## src/rtl/gobou_net_reader.sv

```systemverilog
// Streaming reader for the gobou weight RAM: converts (base, count) into sequential reads
// and hides the RAM's one-cycle latency behind a 2-entry, credit-issued output FIFO.
module gobou_net_reader #(
    parameter int DWIDTH  = 16,
    parameter int NETSIZE = 14
) (
    input  logic                      clk,
    input  logic                      rst,
    input  logic                      start,
    input  logic [NETSIZE-1:0]        base_addr,
    input  logic [NETSIZE:0]          count,
    output logic                      busy,
    output logic                      done,
    output logic [NETSIZE-1:0]        mem_addr,
    input  logic signed [DWIDTH-1:0]  read_data,
    output logic signed [DWIDTH-1:0]  out_data,
    output logic                      out_valid,
    input  logic                      out_ready,
    output logic                      out_last
);

    typedef enum logic [1:0] {IDLE, RUN, DRAIN} state_t;

    state_t                    state_q, state_d;
    logic [NETSIZE-1:0]        addr_q, addr_d;
    logic [NETSIZE:0]          iss_rem_q, iss_rem_d;
    logic [NETSIZE:0]          pop_rem_q, pop_rem_d;
    logic                      inflight_q, infl_last_q;
    logic [1:0][DWIDTH-1:0]    fifo_data_q;
    logic [1:0]                fifo_last_q;
    logic                      wr_q, rd_q;
    logic [1:0]                occ_q;

    logic       pop, issue, done_w;
    logic [2:0] used;

    // Credits in use: buffered words plus the read still in flight, minus the word leaving now.
    assign pop    = (occ_q != 2'd0) && out_ready;
    assign used   = {1'b0, occ_q} + {2'b0, inflight_q} - {2'b0, pop};
    assign issue  = (state_q == RUN) && (iss_rem_q != '0) && (used < 3'd2);
    assign done_w = (state_q == DRAIN) && (occ_q == 2'd0) && !inflight_q && (pop_rem_q == '0);

    always_comb begin
        state_d   = state_q;
        addr_d    = addr_q;
        iss_rem_d = iss_rem_q;
        pop_rem_d = pop ? pop_rem_q - (NETSIZE+1)'(1) : pop_rem_q;
        case (state_q)
            IDLE: begin
                if (start) begin
                    iss_rem_d = count;
                    pop_rem_d = count;
                    if (count != '0) begin
                        state_d = RUN;
                        addr_d  = base_addr;
                    end else begin
                        state_d = DRAIN;
                    end
                end
            end
            RUN: begin
                if (issue) begin
                    addr_d    = addr_q + NETSIZE'(1);
                    iss_rem_d = iss_rem_q - (NETSIZE+1)'(1);
                    if (iss_rem_q == (NETSIZE+1)'(1)) state_d = DRAIN;
                end
            end
            DRAIN: begin
                if (done_w) state_d = IDLE;
            end
            default: state_d = IDLE;
        endcase
    end

    always_ff @(posedge clk) begin
        if (rst) begin
            state_q   <= IDLE;
            addr_q    <= '0;
            iss_rem_q <= '0;
            pop_rem_q <= '0;
        end else begin
            state_q   <= state_d;
            addr_q    <= addr_d;
            iss_rem_q <= iss_rem_d;
            pop_rem_q <= pop_rem_d;
        end
    end

    // read_data lands one cycle after the issue, so the push is simply the delayed issue.
    always_ff @(posedge clk) begin
        if (rst) begin
            inflight_q  <= 1'b0;
            infl_last_q <= 1'b0;
            fifo_data_q <= '0;
            fifo_last_q <= '0;
            wr_q        <= 1'b0;
            rd_q        <= 1'b0;
            occ_q       <= 2'd0;
        end else begin
            inflight_q  <= issue;
            infl_last_q <= issue && (iss_rem_q == (NETSIZE+1)'(1));
            if (inflight_q) begin
                fifo_data_q[wr_q] <= read_data;
                fifo_last_q[wr_q] <= infl_last_q;
                wr_q              <= ~wr_q;
            end
            if (pop) rd_q <= ~rd_q;
            case ({inflight_q, pop})
                2'b10:   occ_q <= occ_q + 2'd1;
                2'b01:   occ_q <= occ_q - 2'd1;
                default: occ_q <= occ_q;
            endcase
        end
    end

    assign busy      = (state_q != IDLE);
    assign done      = done_w;
    assign mem_addr  = addr_q;
    assign out_valid = (occ_q != 2'd0);
    assign out_data  = out_valid ? fifo_data_q[rd_q] : '0;
    assign out_last  = out_valid && fifo_last_q[rd_q];

    a_no_overflow: assert property (@(posedge clk) disable iff (rst)
        !(inflight_q && !pop && (occ_q == 2'd2)));

endmodule

```

## config.mk

```make
export PLATFORM = sky130hd
export DESIGN_NAME = gobou_net_reader
export DESIGN_NICKNAME = d
export VERILOG_FILES = /design/src/rtl/gobou_net_reader.sv
export SDC_FILE = /design/constraint.sdc
export NUM_CORES = 1
export LEC_CHECK = 0
export CAP_MARGIN = 40
export CORE_MARGIN = 3
export CORE_UTILIZATION = 53
export DETAILED_ROUTE_END_ITERATION = 10
export PLACE_DENSITY = 0.87
export SYNTH_ARGS = -nofsm -noshare
export SYNTH_HDL_FRONTEND = slang
export SYNTH_SLANG_ARGS = --single-unit
```

## constraint.sdc

```tcl
create_clock -name clk -period 3.4 [get_ports clk]
set_input_delay 1.02 -clock clk [delete_from_list [all_inputs] [get_ports clk]]
set_output_delay 1.02 -clock clk [all_outputs]
set_load 0.02 [all_outputs]
```

Word-level counts from Yosys, hierarchy flattened --
Index checks and enable logic that the tools add are counted.
Storage, ports and cells: register bits after elaboration 86, logic and storage cells 85, bits of input ports 49, output and inout port bits 34
Operators by class: add/subtract/negate cells 7, mux-type cells 28, bitwise operators 2, order comparisons 4, reductions and logical operators 22, equality and inequality tests 10
Operator list (count):
- 2-to-1 mux 15 bit | 5
- 2-to-1 mux 16 bit | 4
- 2-to-1 mux 14 bit | 3
- bitwise mux 32 bit | 1
- case mux 15 bit (2 select lines) | 1
- nonzero test 15 bit | 2
- subtractor 15 x 1 -> 15 bit (second input constant) | 2
- case mux 14 bit (2 select lines) | 1
- demux 16 bit (select 1 bit) | 1
- equality test 15 x 1 -> 1 bit (second input constant) | 1
- zero test 15 bit | 1
- adder 14 x 1 -> 14 bit (second input constant) | 1
- 2-to-1 mux 2 bit | 5
- logical AND 1 bit | 9
- != test 2 bit (second input constant) | 4
- AND reduction 4 bit | 2
- nonzero test 2 bit | 4
- case mux 2 bit (3 select lines) | 1
- equality test 2 x 1 -> 1 bit (second input constant) | 2
- equality test 2 bit (second input constant) | 2
- zero test 2 bit | 2
- less-than comparator 1 x 2 -> 1 bit (second input constant) | 2
- case mux 2 bit (2 select lines) | 1
- adder 2 x 1 -> 3 bit | 1
- other kinds (12) | 15

Logic depth before layout (Yosys ltp) --
depth after elaboration 7, gate-level depth with buffers 11, gate-level depth less buffers 9

Worst setup path after synthesis --
Ideal clock, no wire load.
kind input port to flip-flop, from in out_ready, to reg iss_rem_q[3], setup time 0.116 ns, slack 0.378 ns, arrival time 2.906 ns, buffers on the path 0, data required time 3.284 ns, stages on the path 9, cell sequence nand2b_1 nor2_1 o21ai_0 fa_1 xnor2_1 nand3_1 o21ai_1 o21ai_0 a31o_2
Between the ends: word-level cells in the longest chain between the ends 6
RTL lines:
- from (decl) | line 18 | input logic out_ready,
- logical AND 1 bit | line 38 | assign pop = (occ_q != 2'd0) && out_ready;
- subtractor 3 x 1 -> 3 bit | line 39 | assign used = {1'b0, occ_q} + {2'b0, inflight_q} - {2'b0, pop};
- less-than comparator 3 x 2 -> 1 bit | line 40 | assign issue = (state_q == RUN) && (iss_rem_q != '0) && (used < 3'd2);
- logical AND 1 bit | line 40
- != test 2 bit (no line)
- AND reduction 3 bit (no line)
- to (signal assigned) | line 84 | iss_rem_q <= iss_rem_d;
- to (decl) | line 26 | logic [NETSIZE:0] iss_rem_q, iss_rem_d;
No other way between the ends. A chain may end at the register's enable or synchronous reset.

Final worst setup path --
from in out_ready, to reg addr_q[2] (netlist: mem_addr[2])
Between the ends: word-level cells in the longest chain between the ends 6
RTL lines:
- logical AND 1 bit | line 38
- subtractor 3 x 1 -> 3 bit | line 39
- less-than comparator 3 x 2 -> 1 bit | line 40
- logical AND 1 bit | line 40
- != test 2 bit (no line)
- AND reduction 4 bit (no line)
- to (signal assigned) | line 83 | addr_q <= addr_d;
- to (decl) | line 25 | logic [NETSIZE-1:0] addr_q, addr_d;
No other way between the ends.

==> impl_metrics.csv <==
group,metric,value,unit
status,status,"completed",
finish,final_nets,718,
sta,fin_crit_sh,95.40,%
clock_tree,cts_root_buf,"clkbuf_8",
place,placed_cells,754,
sta,hold_viol_final,0,
clock_tree,path_clk_slew,0.09,ns
clock_tree,cts_tree,"built",
clock_tree,post-cts-setup-buffers,0,
detailed_routing,wl_per_cell,16.30,um
clock_tree,cts-resized-gates,1,
global_routing,grt_pass1_wl,21190,um
synth,synth_area,4461,um^2
place,gp_congestion,0.8715,
global_routing,grt_busiest_layer,"met2",
clock_tree,clk_latency,0.35,ns
critical_path,worstPathArrival,3.49,ns
place,hpwl,8851,um
global_routing,track_usage,26.21,%
global_routing,grt-ovfl-total,0,
synth,syn_inst,592,
critical_path,critPathKind,"in -> reg",
detailed_routing,drc,0,
synth,ys_warn_count,0,
critical_path,required,3.64,ns
critical_path,critPathMaxStageDelay,0.54,ns
synth,synthArstFlopShare,0,%
finish,area.growth.synth_to_final,26.00,%
clock_tree,h-tree-depth,3,
clock_tree,cts_hold_buf,0,
sta,final-setup-viol-count,0,
floorplan,rows,32,
detailed_routing,ant_nets,0,
floorplan,io_pins,83,
finish,fin_util,70.90,%
synth,synth-edff-count,0,
power_and_ir_drop,p_per_area,465.0,nW/um^2
clock_tree,cts.path.max_buffers,2,
finish,fill_cells,630,
floorplan,core-area,7928,um^2
sta,period_needed,3.243,ns
sta,setup_slack,0.1565,ns
global_routing,grt_util_met1,34.55,%
finish,multi_input_area,2545,um^2
detailed_routing,drt_pass1_iterations,5,
clock_tree,clock_sinks,86,
floorplan,dieArea,9553,um^2
synth,synth_top_flop_cell,"dfxtp_1",
finish,final_area,5620,um^2
clock_tree,cts_buffers,9,
finish,drive_gt1_share,7.485,%
finish,seq_area,1722,um^2
critical_path,r2r_start,"occ_q[1]",
sta,tightest_slew,0.7554,ns
critical_path,cp_common_cell,"o21ai_0",
synth,ys_types,52,
floorplan,dieHeight,97.74,um
detailed_routing,viasPerCell,6.132,
sta,slew-limit-headroom,49.64,%
flow_run,maxCapViolCount,0,
power_and_ir_drop,finalPower,2.614,mW
sta,skew,0.01013,ns
detailed_routing,wl,12550,um
synth,synth_seq_area_share,38.60,%
synth,avgSynthCellArea,7.535,um^2
global_routing,grt_start_max_net_pins,87,
power_and_ir_drop,p_leak,1.911,nW
sta,slew_violations,0,
sta,hold_slack,0.4602,ns
global_routing,antenna_found_initial,0,
sta,fmax,308.3,MHz
sta,timing.setup.tns,0,ns
hold_path,hold_class,"reg -> reg",
floorplan,start_util,56.27,%
hold_path,worstHoldStart,"fifo_data_q[4]",
detailed_routing,drt_iter0_drc,392,
place,dpl-instance-area,5418,um^2
synth,ys_seq_elements,86,
place,io_buffers,82,
critical_path,crit_slowest_cell,"clkdlybuf4s50_1",
finish,diodes,0,
place,pre_cts_slack,-0.1190,ns
sta,rsz0062_at_grt,"no",
global_routing,grt.met2_usage,44.60,%
critical_path,path_cells,"clkdlybuf4s50_1, nand2b_1, nor2_1, o21ai_0, fa_1, xnor2_1, nand3_1, o22ai_1, buf_4, o21ai_0, a31o_2",
global_routing,grt_pass1_vias,4497,
floorplan,die_w,97.74,um
finish,finalNonFillerCells,770,
detailed_routing,routed-via-count,4722,
critical_path,end_kind,"flop",
critical_path,start_kind,"input port",
global_routing,grt_use_met3,3.786,%
critical_path,crit_path_start,"out_ready",
synth,syn_nets,647,
power_and_ir_drop,irDropWorstVdd,0.2506,mV
critical_path,path_max_fanout,12,
[routing by layer]
layer	up-vias	share of wire, %	wire [um]
met5	-	0	0
met4	0	1.6	200
met3	27	7.2	906
met2	191	49	6212
met1	2258	42	5232
li1	2246	-	-
[critical path: cells and delay by family]
| kind | cells | cell delay, ns |
|---|---|---|
| AND/OR/NAND/NOR | 3 | 0.41 |
| buffers and inverters | 2 | 0.75 |
| AO/OA/AOI/OAI | 4 | 0.69 |
| adder cells (fa/ha/maj) | 1 | 0.40 |
| XOR/XNOR | 1 | 0.22 |
[cell usage in the layout, fill, tap and decap left out, types with 4 or more instances in the layout]
cell type / instances
nand2_1: 124
dfxtp_1: 86
clkdlybuf4s50_1: 80
a21oi_1: 75
nor2_1: 50
o21ai_0: 25
buf_4: 19
mux2i_1: 18
nor3_1: 17
nand3_1: 12
a211oi_1: 11
nor4_1: 11
xnor2_1: 10
clkbuf_8: 9
inv_1: 8
nand4_1: 8
o32ai_1: 7
nor3b_1: 6
a311oi_1: 6
nand2b_1: 5
ha_1: 5
and3_1: 4
and4_1: 4
o41ai_1: 4
[cells by family after synthesis]
logic type	Yosys count	share of synthesized area [%]
muxes	18	4.039
AOI/OAI and AO/OA	157	21.60
buffers and inverters	51	4.404
xor gates and xnor gates	13	2.553
DFF	86	38.60
and+or+nand+nor	261	26.96
adders and majority gates	6	1.851
[where the power goes]
part	internal (mW)	switching, mW
Combinational	0.310	0.394
Sequential	1.09	0.0884
Clock	0.350	0.387
Total	1.74	0.869
[state kept, by name, indices dropped and copies added, names as in the netlist]
name and count:
wr_q 1, mem_addr 14, fifo_data_q 32, occ_q 2, inflight_q 1, iss_rem_q 15
infl_last_q 1, fifo_last_q 2, pop_rem_q 15, rd_q 1, state_q 2
[cells in the mapped netlist (2+ instances only)]
master / n / area, um^2
nor3_1: 17 / 85.08
and3_1: 4 / 25.02
xor2_1: 3 / 26.28
o31a_1: 3 / 26.28
inv_1: 8 / 30.03
a31oi_1: 3 / 18.77
clkbuf_1: 36 / 135.1
o211ai_1: 2 / 15.01
nand3_1: 12 / 60.06
mux2i_1: 18 / 180.2
or4_1: 3 / 22.52
nor2_1: 50 / 187.7
o31ai_1: 2 / 15.01
buf_2: 4 / 20.02
a311oi_1: 6 / 52.55
a21oi_1: 75 / 375.4
nand4_1: 8 / 50.05
o21ai_0: 25 / 125.1
ha_1: 5 / 62.56
nor3b_1: 6 / 45.04
nand2_1: 124 / 465.5
nor2b_1: 3 / 18.77
nor4_1: 11 / 68.82
or4_4: 2 / 22.52
nor4b_1: 2 / 17.52
a31o_2: 3 / 26.28
buf_1: 3 / 11.26
and4_1: 4 / 35.03
a211oi_1: 11 / 82.58
o41ai_1: 4 / 35.03
o32ai_1: 7 / 61.31
and2_1: 3 / 18.77
dfxtp_1: 86 / 1722
xnor2_1: 10 / 87.58
or3_1: 3 / 18.77
o21a_1: 3 / 22.52
nand2b_1: 5 / 31.28
a21o_1: 3 / 22.52
o22ai_1: 2 / 12.51
[layout make-up]
class,count,area share (%)
timing repair buffer,103,17.65
tap,102,2.271
multi-input combinational,455,45.28
clock inverter,7,1.425
sequential,86,30.63
clock buffer,9,2.204
inverter,8,0.5343
[worst paths after layout]
path	slack (ns)	to	depth (start not counted)
worst max register to register	0.83	mem_addr[2]	10
worst min register to register	0.46	fifo_data_q[4]	2
worst max-delay path	0.16	mem_addr[2]	11
worst min-delay path	0.46	fifo_data_q[4]	2
No activity file was read; power rests on OpenSTA's default activity.
